[src/rtl/customlogic_pkg.sv]
// Shared types and widths for the custom-logic datapath stages.
package customlogic_pkg;

    typedef enum logic [1:0] {
        StIdle = 2'd0,
        StRun  = 2'd1,
        StDone = 2'd2
    } wb_state_t;

    localparam int unsigned SDRAM_ADDR_W = 26;
    localparam int unsigned PIX_W        = 32;
    localparam int unsigned DIM_W        = 13;

endpackage

[src/rtl/wb_fifo.sv]
// First-word-fall-through FIFO with registered storage; head is visible while not empty.
module wb_fifo #(
    parameter int unsigned Depth = 8,
    parameter int unsigned Width = 32
) (
    input  logic             clk,
    input  logic             rst,
    input  logic             push,
    input  logic             pop,
    input  logic [Width-1:0] wdata,
    output logic [Width-1:0] rdata,
    output logic             full,
    output logic             empty
);
    localparam int unsigned PtrW = $clog2(Depth);

    logic [PtrW:0]      wptr_q, wptr_d;
    logic [PtrW:0]      rptr_q, rptr_d;
    logic [Width-1:0]   mem_q [Depth];
    logic               do_push;
    logic               do_pop;

    assign do_push = push && !full;
    assign do_pop  = pop && !empty;

    // Extra pointer bit tells full from empty when the indices match.
    assign empty = (wptr_q == rptr_q);
    assign full  = (wptr_q[PtrW] != rptr_q[PtrW]) &&
                   (wptr_q[PtrW-1:0] == rptr_q[PtrW-1:0]);
    assign rdata = mem_q[rptr_q[PtrW-1:0]];

    always_comb begin
        wptr_d = wptr_q + {{PtrW{1'b0}}, do_push};
        rptr_d = rptr_q + {{PtrW{1'b0}}, do_pop};
    end

    always_ff @(posedge clk or posedge rst) begin
        if (rst) begin
            wptr_q <= '0;
            rptr_q <= '0;
        end else begin
            wptr_q <= wptr_d;
            rptr_q <= rptr_d;
        end
    end

    always_ff @(posedge clk) begin
        if (do_push) begin
            mem_q[wptr_q[PtrW-1:0]] <= wdata;
        end
    end

endmodule

[src/rtl/pixel_writeback.sv]
// Buffers filtered pixels and writes one frame sequentially to SDRAM.
// Optional write-stall counter: define PIXEL_WRITEBACK_STALL_CNT_EN.
module pixel_writeback
    import customlogic_pkg::*;
#(
    parameter int unsigned FIFO_DEPTH = 8,
    parameter int unsigned ADDR_W     = customlogic_pkg::SDRAM_ADDR_W,
    parameter int unsigned DATA_W     = customlogic_pkg::PIX_W,
    parameter int unsigned DIM_W      = customlogic_pkg::DIM_W
) (
    input  logic              clk,
    input  logic              rst,
    input  logic              start,
    input  logic [ADDR_W-1:0] finish_addr_sdram,
    input  logic [DIM_W-1:0]  image_width,
    input  logic [DIM_W-1:0]  image_height,
    input  logic              pix_valid,
    input  logic [DATA_W-1:0] pix_data,
    output logic              pix_ready,
    output logic              sdram_write_en,
    output logic [ADDR_W-1:0] sdram_address,
    output logic [DATA_W-1:0] sdram_wdata,
    input  logic              sdram_waitrequest,
    output logic              busy,
    output logic              done,
    output logic [31:0]       stall_cycles
);
    localparam int unsigned CntW = 2 * DIM_W;

    wb_state_t          state_q;
    logic [ADDR_W-1:0]  addr_q;
    logic [CntW-1:0]    total_q;
    logic [CntW-1:0]    count_q;
    logic [CntW-1:0]    acc_q;
    logic               busy_q;
    logic               done_q;

    logic               run;
    logic               push;
    logic               pop;
    logic               fifo_full;
    logic               fifo_empty;
    logic [DATA_W-1:0]  fifo_head;
    logic [CntW-1:0]    frame_total;

    assign frame_total = {{DIM_W{1'b0}}, image_width} * {{DIM_W{1'b0}}, image_height};

    assign run            = (state_q == StRun);
    // Input is closed once the whole frame has been accepted.
    assign pix_ready      = run && !fifo_full && (acc_q != total_q);
    assign push           = pix_valid && pix_ready;
    assign sdram_write_en = run && !fifo_empty;
    assign pop            = sdram_write_en && !sdram_waitrequest;
    assign sdram_address  = addr_q;
    assign sdram_wdata    = sdram_write_en ? fifo_head : '0;
    assign busy           = busy_q;
    assign done           = done_q;

    wb_fifo #(
        .Depth (FIFO_DEPTH),
        .Width (DATA_W)
    ) u_fifo (
        .clk   (clk),
        .rst   (rst),
        .push  (push),
        .pop   (pop),
        .wdata (pix_data),
        .rdata (fifo_head),
        .full  (fifo_full),
        .empty (fifo_empty)
    );

    always_ff @(posedge clk or posedge rst) begin
        if (rst) begin
            state_q <= StIdle;
            addr_q  <= '0;
            total_q <= '0;
            count_q <= '0;
            acc_q   <= '0;
            busy_q  <= 1'b0;
            done_q  <= 1'b0;
        end else begin
            unique case (state_q)
                StIdle: begin
                    done_q <= 1'b0;
                    if (start) begin
                        addr_q  <= finish_addr_sdram;
                        total_q <= frame_total;
                        count_q <= '0;
                        acc_q   <= '0;
                        busy_q  <= 1'b1;
                        state_q <= StRun;
                    end
                end
                StRun: begin
                    if (push) begin
                        acc_q <= acc_q + CntW'(1);
                    end
                    if (pop) begin
                        addr_q  <= addr_q + ADDR_W'(1);
                        count_q <= count_q + CntW'(1);
                    end
                    // First clause only fires for an empty frame.
                    if ((count_q == total_q) || (pop && (count_q + CntW'(1) == total_q))) begin
                        state_q <= StDone;
                        done_q  <= 1'b1;
                    end
                end
                StDone: begin
                    done_q  <= 1'b0;
                    busy_q  <= 1'b0;
                    state_q <= StIdle;
                end
                default: begin
                    state_q <= StIdle;
                end
            endcase
        end
    end

`ifdef PIXEL_WRITEBACK_STALL_CNT_EN
    logic [31:0] stall_q;

    always_ff @(posedge clk or posedge rst) begin
        if (rst) begin
            stall_q <= '0;
        end else if ((state_q == StIdle) && start) begin
            stall_q <= '0;
        end else if (sdram_write_en && sdram_waitrequest && (stall_q != '1)) begin
            stall_q <= stall_q + 32'd1;
        end
    end

    assign stall_cycles = stall_q;
`else
    assign stall_cycles = '0;
`endif

endmodule

[config.mk]
export PLATFORM = sky130hd
export DESIGN_NAME = pixel_writeback
export DESIGN_NICKNAME = d
export VERILOG_FILES = /design/src/rtl/customlogic_pkg.sv /design/src/rtl/wb_fifo.sv /design/src/rtl/pixel_writeback.sv
export SDC_FILE = /design/constraint.sdc
export NUM_CORES = 1
export LEC_CHECK = 0
export ABC_AREA = 1
export CAP_MARGIN = 40
export CORE_MARGIN = 2
export CORE_UTILIZATION = 40
export CTS_BUF_LIST = sky130_fd_sc_hd__clkbuf_4
export CTS_CLUSTER_SIZE = 40
export DETAILED_ROUTE_END_ITERATION = 6
export GPL_TIMING_DRIVEN = 0
export MAX_ROUTING_LAYER = met4
export PLACE_DENSITY = 0.7
export SETUP_SLACK_MARGIN = 0.1
export SLEW_MARGIN = 5
export SYNTH_ARGS = -nofsm -noshare
export SYNTH_HDL_FRONTEND = slang
export SYNTH_SLANG_ARGS = --single-unit
[constraint.sdc]
create_clock -name clk -period 4.8 [get_ports clk]
set_input_delay 1.2 -clock clk [delete_from_list [all_inputs] [get_ports clk]]
set_output_delay 1.2 -clock clk [all_outputs]
set_load 0.01 [all_outputs]
Word level (Yosys, flattened, before mapping)
Memories as Yosys holds them, arrays and structs flattened.
Index checks and enable logic that the tools add are counted.
Widths: inputs -> output; s select.
{"block": "op_classes", "n_addsub": 5, "n_mul": 1, "eq_ne": 12, "muxes": 18, "reduce_logical": 24}
{"cell": "$pmux 26 s2", "count": 3}
{"cell": "$mux 26", "count": 5}
{"cell": "$add 26x1->26 const B", "count": 3}
{"cell": "$eq 26x26->1", "count": 2}
{"cell": "$mux 32", "count": 1}
{"cell": "$mul 13x13->26", "count": 1}
{"cell": "$ne 26x26->1", "count": 1}
{"cell": "$logic_and 1x1->1", "count": 9}
{"cell": "$add 4x1->4", "count": 2}
{"cell": "$reduce_and 2->1", "count": 4}
{"cell": "$ne 2x1->1 const B", "count": 3}
{"cell": "$reduce_and 3->1", "count": 2}
{"cell": "$reduce_bool 2->1", "count": 3}
{"cell": "$eq 4x4->1", "count": 1}
{"cell": "$mux 1", "count": 4}
{"cell": "$mux 2", "count": 2}
{"cell": "$pmux 1 s2", "count": 2}
{"cell": "$pmux 2 s2", "count": 1}
{"cell": "$eq 3x3->1", "count": 1}
{"cell": "$logic_not 1->1", "count": 3}
{"cell": "$eq 2x1->1 const B", "count": 1}
{"cell": "$eq 2x2->1 const B", "count": 1}
{"cell": "$logic_not 2->1", "count": 1}
{"cell": "$ne 2x2->1 const B", "count": 1}
{"cell": "3 further kinds", "count": 3}
{"block": "totals", "reg_bits": 116, "ramBits": 256, "out_inout_bits": 94, "n_memories": 1}
{"memory": "u_fifo.mem_q", "words": 8, "width": 32, "read_ports": 1, "rd_clocked_by_memory_dff": 0, "write_ports": 1, "line_no": "wb_fifo.sv:19", "source": "logic [Width-1:0] mem_q [Depth];"}

Depth between registers and ports, before layout
Gate-level depths: netlist of run 1.
{"block": "depth", "word_depth": 9, "ltp_mapped": 24}

Modules after synthesis
Synthesis of run 1 repeated with hierarchy kept, for this count alone.
{"block": "hier_totals", "cells_unflattened": 2803, "area_unflattened_um2": 24160.7}
{"module": "pixel_writeback", "n_inst": 1, "cells_each": 1956, "area_each_um2": 13641.8}
{"module": "wb_fifo", "n_inst": 1, "cells_each": 847, "area_each_um2": 10518.8}

Least setup slack after synthesis of run 1
Ideal clock, no wire load.
{"block": "synth_timing", "path_kind": "input -> register", "startpoint": "input image_height[1]", "endpoint": "register total_q[20]", "arrival_ns": 5.473, "required_time_ns": 4.669, "path_slack_ns": -0.804, "cell_stages": 22, "path_cell_list": "clkbuf_1 nand2_1 inv_1 fa_1 inv_1 fa_1 inv_1 fa_1 fa_1 inv_1 fa_1 inv_1 ha_1 a21oi_1 o21ai_0 a21oi_1 inv_1 nand3_1 nand2_1 or2_2 nand3_1 o21ai_0"}
{"block": "synth_between", "elab_chain_cells": 1}
{"item": "start, declared", "line_no": "pixel_writeback.sv:16", "source": "input logic [DIM_W-1:0] image_height,"}
{"item": "$mul 13x13->26", "line_no": "pixel_writeback.sv:46", "source": "assign frame_total = {{DIM_W{1'b0}}, image_width} * {{DIM_W{1'b0}}, image_height};"}
{"item": "end signal, assigned", "line_no": "pixel_writeback.sv:88", "source": "total_q <= frame_total;"}
{"item": "end, declared", "line_no": "pixel_writeback.sv:32", "source": "logic [CntW-1:0] total_q;"}
No other way between the ends.
A chain may end at the register's enable or synchronous reset.

Worst setup path in the final report of run 1
{"block": "layout_timing", "startpoint": "input image_height[6]", "endpoint": "register total_q[23]"}
The elaborated chain is that of the path after synthesis.

==> results of run 1 <==
per-stage QoR:
| stage | hold WS, ns | worst slack [ns] | total power [W] |
|---|---|---|---|
| 6_report | 0.480 | -0.229 | 0.0199 |
| 2_1_floorplan | 0.464 | -0.517 | 0.0112 |
| 3_3_place_gp | 0.468 | -1.58 | 0.0143 |
| 4_1_cts | 0.488 | -0.0829 | 0.0187 |
| 5_1_grt | 0.509 | -0.379 | 0.0213 |
| 3_5_place_dp | 0.470 | -1.66 | 0.0145 |
kinds of logic (layout without fill, tap and decap cells):
logic type | Yosys count | in the layout | share of synthesized area
fa+ha+maj | 199 | 199 | 0.143
simple gates | 1146 | 1146 | 0.200
other cells | 1 | 36 | 0.000158
flops | 372 | 372 | 0.446
xor+xnor | 76 | 76 | 0.0281
buf+inv | 551 | 967 | 0.0933
compound gates | 342 | 342 | 0.0890
worst paths after layout:
path / end / cells past startpoint
worst max register to register: u_fifo.mem_q[2][11] / 8
worst min register to register: done / 2
worst max-delay path: total_q[23] / 22
min in group asynchronous: sdram_address[4] / 2
worst min-delay path: done / 2
max in group asynchronous: count_q[8] / 3
flip-flops by register name (all words and copies together), names as in the netlist:
name and count:
state_q 2, u_fifo.wptr_q 4, done 1, sdram_address 26, u_fifo.mem_q 256, u_fifo.rptr_q 4, acc_q 26, total_q 26
count_q 26, busy 1
cell type report:
type / instances / area, µm² / share of cell area
antenna: 4 / 10.0 / 0.000337
buffer: 139 / 1030 / 0.0346
clock buffer: 118 / 886 / 0.0298
clock inverter: 33 / 195 / 0.00657
inverter: 412 / 1550 / 0.0522
multi-input combinational: 1795 / 11900 / 0.400
sequential: 372 / 10600 / 0.356
tap: 773 / 967 / 0.0325
timing repair buffer: 265 / 2610 / 0.0878
power groups by stage:
stage / logic [W] / registers (W) / clock network, W
6_report: 0.0127 / 0.00472 / 0.00248
5_1_grt: 0.0138 / 0.00479 / 0.00269
4_1_cts: 0.0115 / 0.00471 / 0.00253
3_5_place_dp: 0.00972 / 0.00477 / 0
3_3_place_gp: 0.00948 / 0.00479 / 0
2_1_floorplan: 0.00655 / 0.00462 / 0
synth_stat cells (47+ instances only):
cell type  number
inv_1         407
clkbuf_1       93
a21oi_1       105
dfrtp_1       116
nand3_1        94
edfxtp_1      256
xor2_1         47
nor2_1        177
nand2_1       757
ha_1           78
fa_1          121
o21ai_0       112
layer usage:
| metal | GRT usage | routed length (µm) | vias up |
|---|---|---|---|
| met3 | 0.0319 | 4600 | 165 |
| met4 | 0.0845 | 2060 | 0 |
| met2 | 0.377 | 33200 | 803 |
| li1 | - | - | 9488 |
| met1 | 0.294 | 29600 | 9563 |
| met5 | - | 0 | - |
critical path, cell delays in order:
cell	delay, ns
buf_6	0.11
clkbuf_8	0.14
buf_6	0.11
nand2_1	0.06
fa_1	0.49
inv_1	0.06
fa_1	0.50
fa_1	0.54
fa_1	0.52
inv_1	0.05
fa_1	0.49
inv_2	0.05
ha_4	0.33
nand2_4	0.08
nor2_4	0.10
inv_2	0.05
nor3_4	0.21
nand4_1	0.19
nand3_1	0.11
nand2_1	0.06
nand3_2	0.10
o21ai_1	0.07
repair_timing:
action | CTS | global route
buffers inserted | 83 | 17
gates cloned | 7 | 0
setup endpoints to repair | 46 | 45
pin swaps | 88 | 47
gates resized for setup | 277 | 88
==> out/results.tsv, run 1 <==
stage	metric	value	unit
synthesis	yosys.area.top_type	edfxtp_1	
route	wl_per_cell	17.8	µm
power	p_leak	13.3	nW
route	drt_wl_total	69500	µm
placement	port-buffer-count	150	
setup_path	rrSetupSlack	1.76	ns
synthesis	synth_top_area_share	0.324	
cts	cts_tree	done	
cts	cts_root_buffer	clkbuf_4	
cts	cts.sinks	372	
die	die_x	248	µm
cts	ctsLongestPathBuffers	3	
cts	clock_latency	0.82	ns
power	clockPowerShare	0.125	
power	powerDensity	671	nW/µm²
power	switching_power	0.00915	W
timing	fmax	0.199	GHz
timing	fin_skew	0.0852	ns
timing	setup_ws	-0.229	ns
die	rows	89	
route	drc	0	
route	vias_per_cell	5.12	
synthesis	yosysWarnings	0	
synthesis	avgSynthCellArea	8.83	µm²
power	comb_power_share	0.639	
setup_path	worstSetupStartpointType	input port	
synthesis	synth_area	23700	µm²
hold_path	worstHoldPathType	register to register	
timing	timing.final.crit_share	1.05	
synthesis	synth_area_leaders	edfxtp_1 (32%), dfrtp_1 (12%), nand2_1 (12%), fa_1 (10%), inv_1 (6.4%)	
job	max-cap-violations	0	
setup_path	arrival	5.65	ns
synthesis	ys.flop_type	edfxtp_1	
timing	tns	-1.70	ns
timing	period_minus_slack	5.03	ns
setup_path	critical_path_required	5.42	ns
power	seqPwrFrac	0.237	
synthesis	synth-edff-count	256	
final_layout	finalInstanceArea	29700	µm²
route	ant_nets	0	
power	internal-power	0.0108	W
cts	cts_buffers	88	
cts	clkSlewWorstSetupHoldPaths	0.07	ns
placement	place_area	27100	µm²
setup_path	crit_fanout	5	
global_route	grt_overflow_total	0	
final_layout	final_common_cell	nand2_1	
placement	hpwl	49100	µm
route	drt_pass1_iterations	7	
timing	worst_pin_slew	0.916	ns
final_layout	fin_util	0.505	
final_layout	nets	3361	
timing	finalHoldViolCount	0	
global_route	grt_usage	0.231	
synthesis	syn_inst	2687	
power	ir_drop	553	µV
final_layout	final_cells	3911	
timing	max_slew_margin	0.390	
die	die_y	248	µm
hold_path	worstHoldStart	done	
run_status	violations	negative setup slack	
setup_path	critPathLaunch	image_height[6]	
final_layout	drive_gt1_frac	0.179	
power	power_switching_share	0.459	
run_status	status	finished with violations	
global_route	grt_pass1_wl	107000	µm
die	core_area	58800	µm²
synthesis	synthArstFlopShare	0.312	
cts	htreeDepth	3	
setup_path	critical_path_class	input port to register	
synthesis	yosysUniqueCellTypes	54	
setup_path	endpoint_kind	register	
route	num_vias	20019	
timing	grt_setup_unrepaired	yes	
die	start_util	0.403	
final_layout	fillers	5316	
placement	gp_congestion	0.965	
final_layout	area_delta_synth_final	25.3	%
timing	setup_viol	15	
synthesis	ys_seq_area_frac	0.446	
global_route	grt_start_max_net_pins	81	
placement	dp.cells	3650	
route	drt-initial-drc-count	1779	
die	design.portCount	183	
final_layout	most-common-layout-cells	nand2_1 (723), inv_1 (366), edfxtp_1 (256)	
cts	postCtsHoldBufs	0	
die	dieArea	61300	µm²
synthesis	ys_ff_latch	372	
global_route	antenna_found_initial	4	
global_route	grt_pass1_vias	19718	
setup_path	reg2reg_from	acc_q[17]	
timing	drv_slew	0	
Power figures use the tool's default switching activity.
==> inputs of run 2 (changes only) <==
--- a/config.mk
+++ b/config.mk
@@ -9,7 +9,7 @@
 export CAP_MARGIN = 40
 export CORE_MARGIN = 2
 export CORE_UTILIZATION = 40
-export CTS_BUF_LIST = sky130_fd_sc_hd__clkbuf_4
+export CTS_BUF_LIST = sky130_fd_sc_hd__clkbuf_4 sky130_fd_sc_hd__clkbuf_8
 export CTS_CLUSTER_SIZE = 40
 export DETAILED_ROUTE_END_ITERATION = 6
 export GPL_TIMING_DRIVEN = 0
==> run 2 against run 1 <==
Net effect:
- the flow still finishes with violations (negative setup slack)
- combinational power about the same
- maximum frequency down 2.0%
- register-to-register slack better by 0.02 ns
- utilization up 0.27 points
- design area up 0.53%
- critical endpoint is now total_q[21]
- worst hold slack worse by 0.0015 ns
- critical path depth up 3
- largest power group unchanged
- count of clock-buffer cells in the layout down 50
- highest routed layer unchanged
- clock skew down 0.039 ns
- worst setup slack worse by 0.10 ns
==> out/results.tsv, run 2 (same netlist as run 1, synthesis figures left out) <==
stage	metric	value	unit	change
run_status	status	finished with violations		
run_status	violations	negative setup slack		
timing	finalHoldViolCount	0		unchanged
final_layout	nets	3323		-1.1%
cts	postCtsHoldBufs	0		unchanged
die	rows	89		unchanged
power	powerDensity	680	nW/µm²	+1.4%
timing	worst_pin_slew	0.902	ns	-0.0136 ns
die	core_area	58800	µm²	unchanged
route	drt_wl_total	69200	µm	-0.37%
hold_path	worstHoldPathType	register to register		
cts	clock_latency	0.65	ns	-0.17 ns
global_route	grt_usage	0.230		-0.00138
setup_path	cpPeakStageDelay	0.54	ns	about the same
final_layout	area_delta_synth_final	25.9	%	
global_route	grt_pass1_vias	19381		-1.7%
die	die_x	248	µm	unchanged
timing	max_slew_margin	0.396		+0.00685
final_layout	final_cells	3856		-1.4%
die	dieArea	61300	µm²	unchanged
setup_path	worstSetupStartpointType	input port		
final_layout	fin_util	0.508		+0.00268
setup_path	critical_path_class	input port to register		
timing	drv_slew	0		unchanged
global_route	grt_overflow_total	0		unchanged
timing	fmax	0.195	GHz	-2.0%
job	max-cap-violations	0		unchanged
placement	port-buffer-count	150		unchanged
route	wl_per_cell	18.0	µm	+1.0%
die	die_y	248	µm	unchanged
route	drt-initial-drc-count	1770		-0.51%
final_layout	final_common_cell	nand2_1		
setup_path	arrival	5.63	ns	-0.02 ns
global_route	antenna_found_initial	3		-1
hold_path	holdPathStages	2		unchanged
setup_path	endpoint_kind	register		
cts	cts.sinks	372		unchanged
setup_path	crit_fanout	6		+1
timing	period_minus_slack	5.13	ns	+0.103 ns
placement	dp.cells	3650		unchanged
placement	place_area	27100	µm²	unchanged
timing	setup_viol	17		+2
die	start_util	0.403		unchanged
setup_path	critical_path_required	5.30	ns	-0.12 ns
placement	hpwl	49100	µm	unchanged
die	design.portCount	183		unchanged
route	drt_pass1_iterations	5		-2
cts	htreeDepth	2		-1
timing	tns	-3.60	ns	-1.90 ns
timing	timing.final.crit_share	1.07		+0.0215
timing	hold_ws	0.479	ns	-0.00151 ns
final_layout	most-common-layout-cells	nand2_1 (715), inv_1 (367), edfxtp_1 (256)		
route	vias_per_cell	5.19		+1.3%
setup_path	crit_path_top_delay_cell	fa_1		
setup_path	rr_worst_depth	8		unchanged
route	drc	0		unchanged
cts	cts_buffers	54		-39%
final_layout	finalInstanceArea	29900	µm²	+0.53%
cts	cts_tree	done		
final_layout	drive_gt1_frac	0.165		-0.0140
timing	grt_setup_unrepaired	yes		
placement	gp_congestion	0.965		unchanged
route	ant_nets	0		unchanged
route	num_vias	19998		-0.10%
power	ir_drop	660	µV	+19%
timing	fin_skew	0.0460	ns	-0.0392 ns
global_route	grt_start_max_net_pins	81		unchanged
global_route	grt_pass1_wl	107000	µm	-0.16%
final_layout	largest_reg_flops	256		unchanged
power	p_leak	13.2	nW	-0.35%
cts	ctsLongestPathBuffers	3		unchanged
cts	clkSlewWorstSetupHoldPaths	0.06	ns	about the same
timing	setup_ws	-0.332	ns	-0.103 ns
cts	cts_root_buffer	clkbuf_8		
-- run 2: cell types whose count changed in the layout (fill, tap and decap cells not counted), sizes merged --
cell,delta
clkinvlp,+2
bufinv,+6
clkbuf,-52
buf,-1
inv,-2
clkdlybuf4s15,-1
clkinv,-7
-- run 2: routing by layer --
| layer | GRT usage | vias up | part of all wire |
|---|---|---|---|
| li1 | - | 9371 | - |
| met3 | 0.0248 | 182 | 0.068 |
| met2 | 0.374 | 859 | 0.47 |
| met5 | - | - | 0 |
| met4 | 0.0819 | 0 | 0.034 |
| met1 | 0.299 | 9586 | 0.42 |
-- run 2: path summary, 6_finish.rpt --
path	start	end	slack [ns]
min in group asynchronous	rst	sdram_address[2]	0.94
hold / removal	done	done	0.48
setup / recovery	image_width[9]	total_q[21]	-0.33
setup reg to reg	acc_q[17]	u_fifo.mem_q[0][31]	1.78
hold reg to reg	done	done	0.48
max in group asynchronous	rst	count_q[1]	3.10
-- run 2: what timing repair did --
action,4_1_cts,5_1_grt
setup endpoints to repair,29,44
pin swaps,104,54
buffers inserted,80,14
cloned,8,0
resized for setup,272,107
-- run 2: per-stage QoR --
step,setup slack [ns],total power (W)
5_1_grt,-0.536,0.0216
6_report,-0.332,0.0203
2_1_floorplan,-0.517,0.0112
3_5_place_dp,-1.66,0.0145
3_3_place_gp,-1.58,0.0143
4_1_cts,-0.233,0.0188
-- run 2: final cells by class --
type,instances,area (µm²)
Clock inverter,32,344
Multi-Input combinational cell,1795,11900
Tap cell,773,967
Timing Repair Buffer,261,2580
Sequential cell,372,10600
Buffer,139,1020
Fill cell,5286,28900
Antenna cell,4,10.0
Inverter,412,1550
Clock buffer,68,880
-- run 2: critical path, delay by kind of cell --
| kind | cells | cell delay, ns |
|---|---|---|
| AND/OR/NAND/NOR | 9 | 0.65 |
| AO/OA/AOI/OAI | 3 | 0.48 |
| adder cells (fa/ha/maj) | 6 | 2.82 |
| buffers and inverters | 7 | 0.47 |
-- run 2: where the power goes --
| part | internal, W | switching [W] | leakage [nW] |
|---|---|---|---|
| sequential | 0.00412 | 0.000611 | 3.79 |
| clock | 0.00159 | 0.00126 | 0.626 |
| combinational | 0.00547 | 0.00725 | 8.83 |
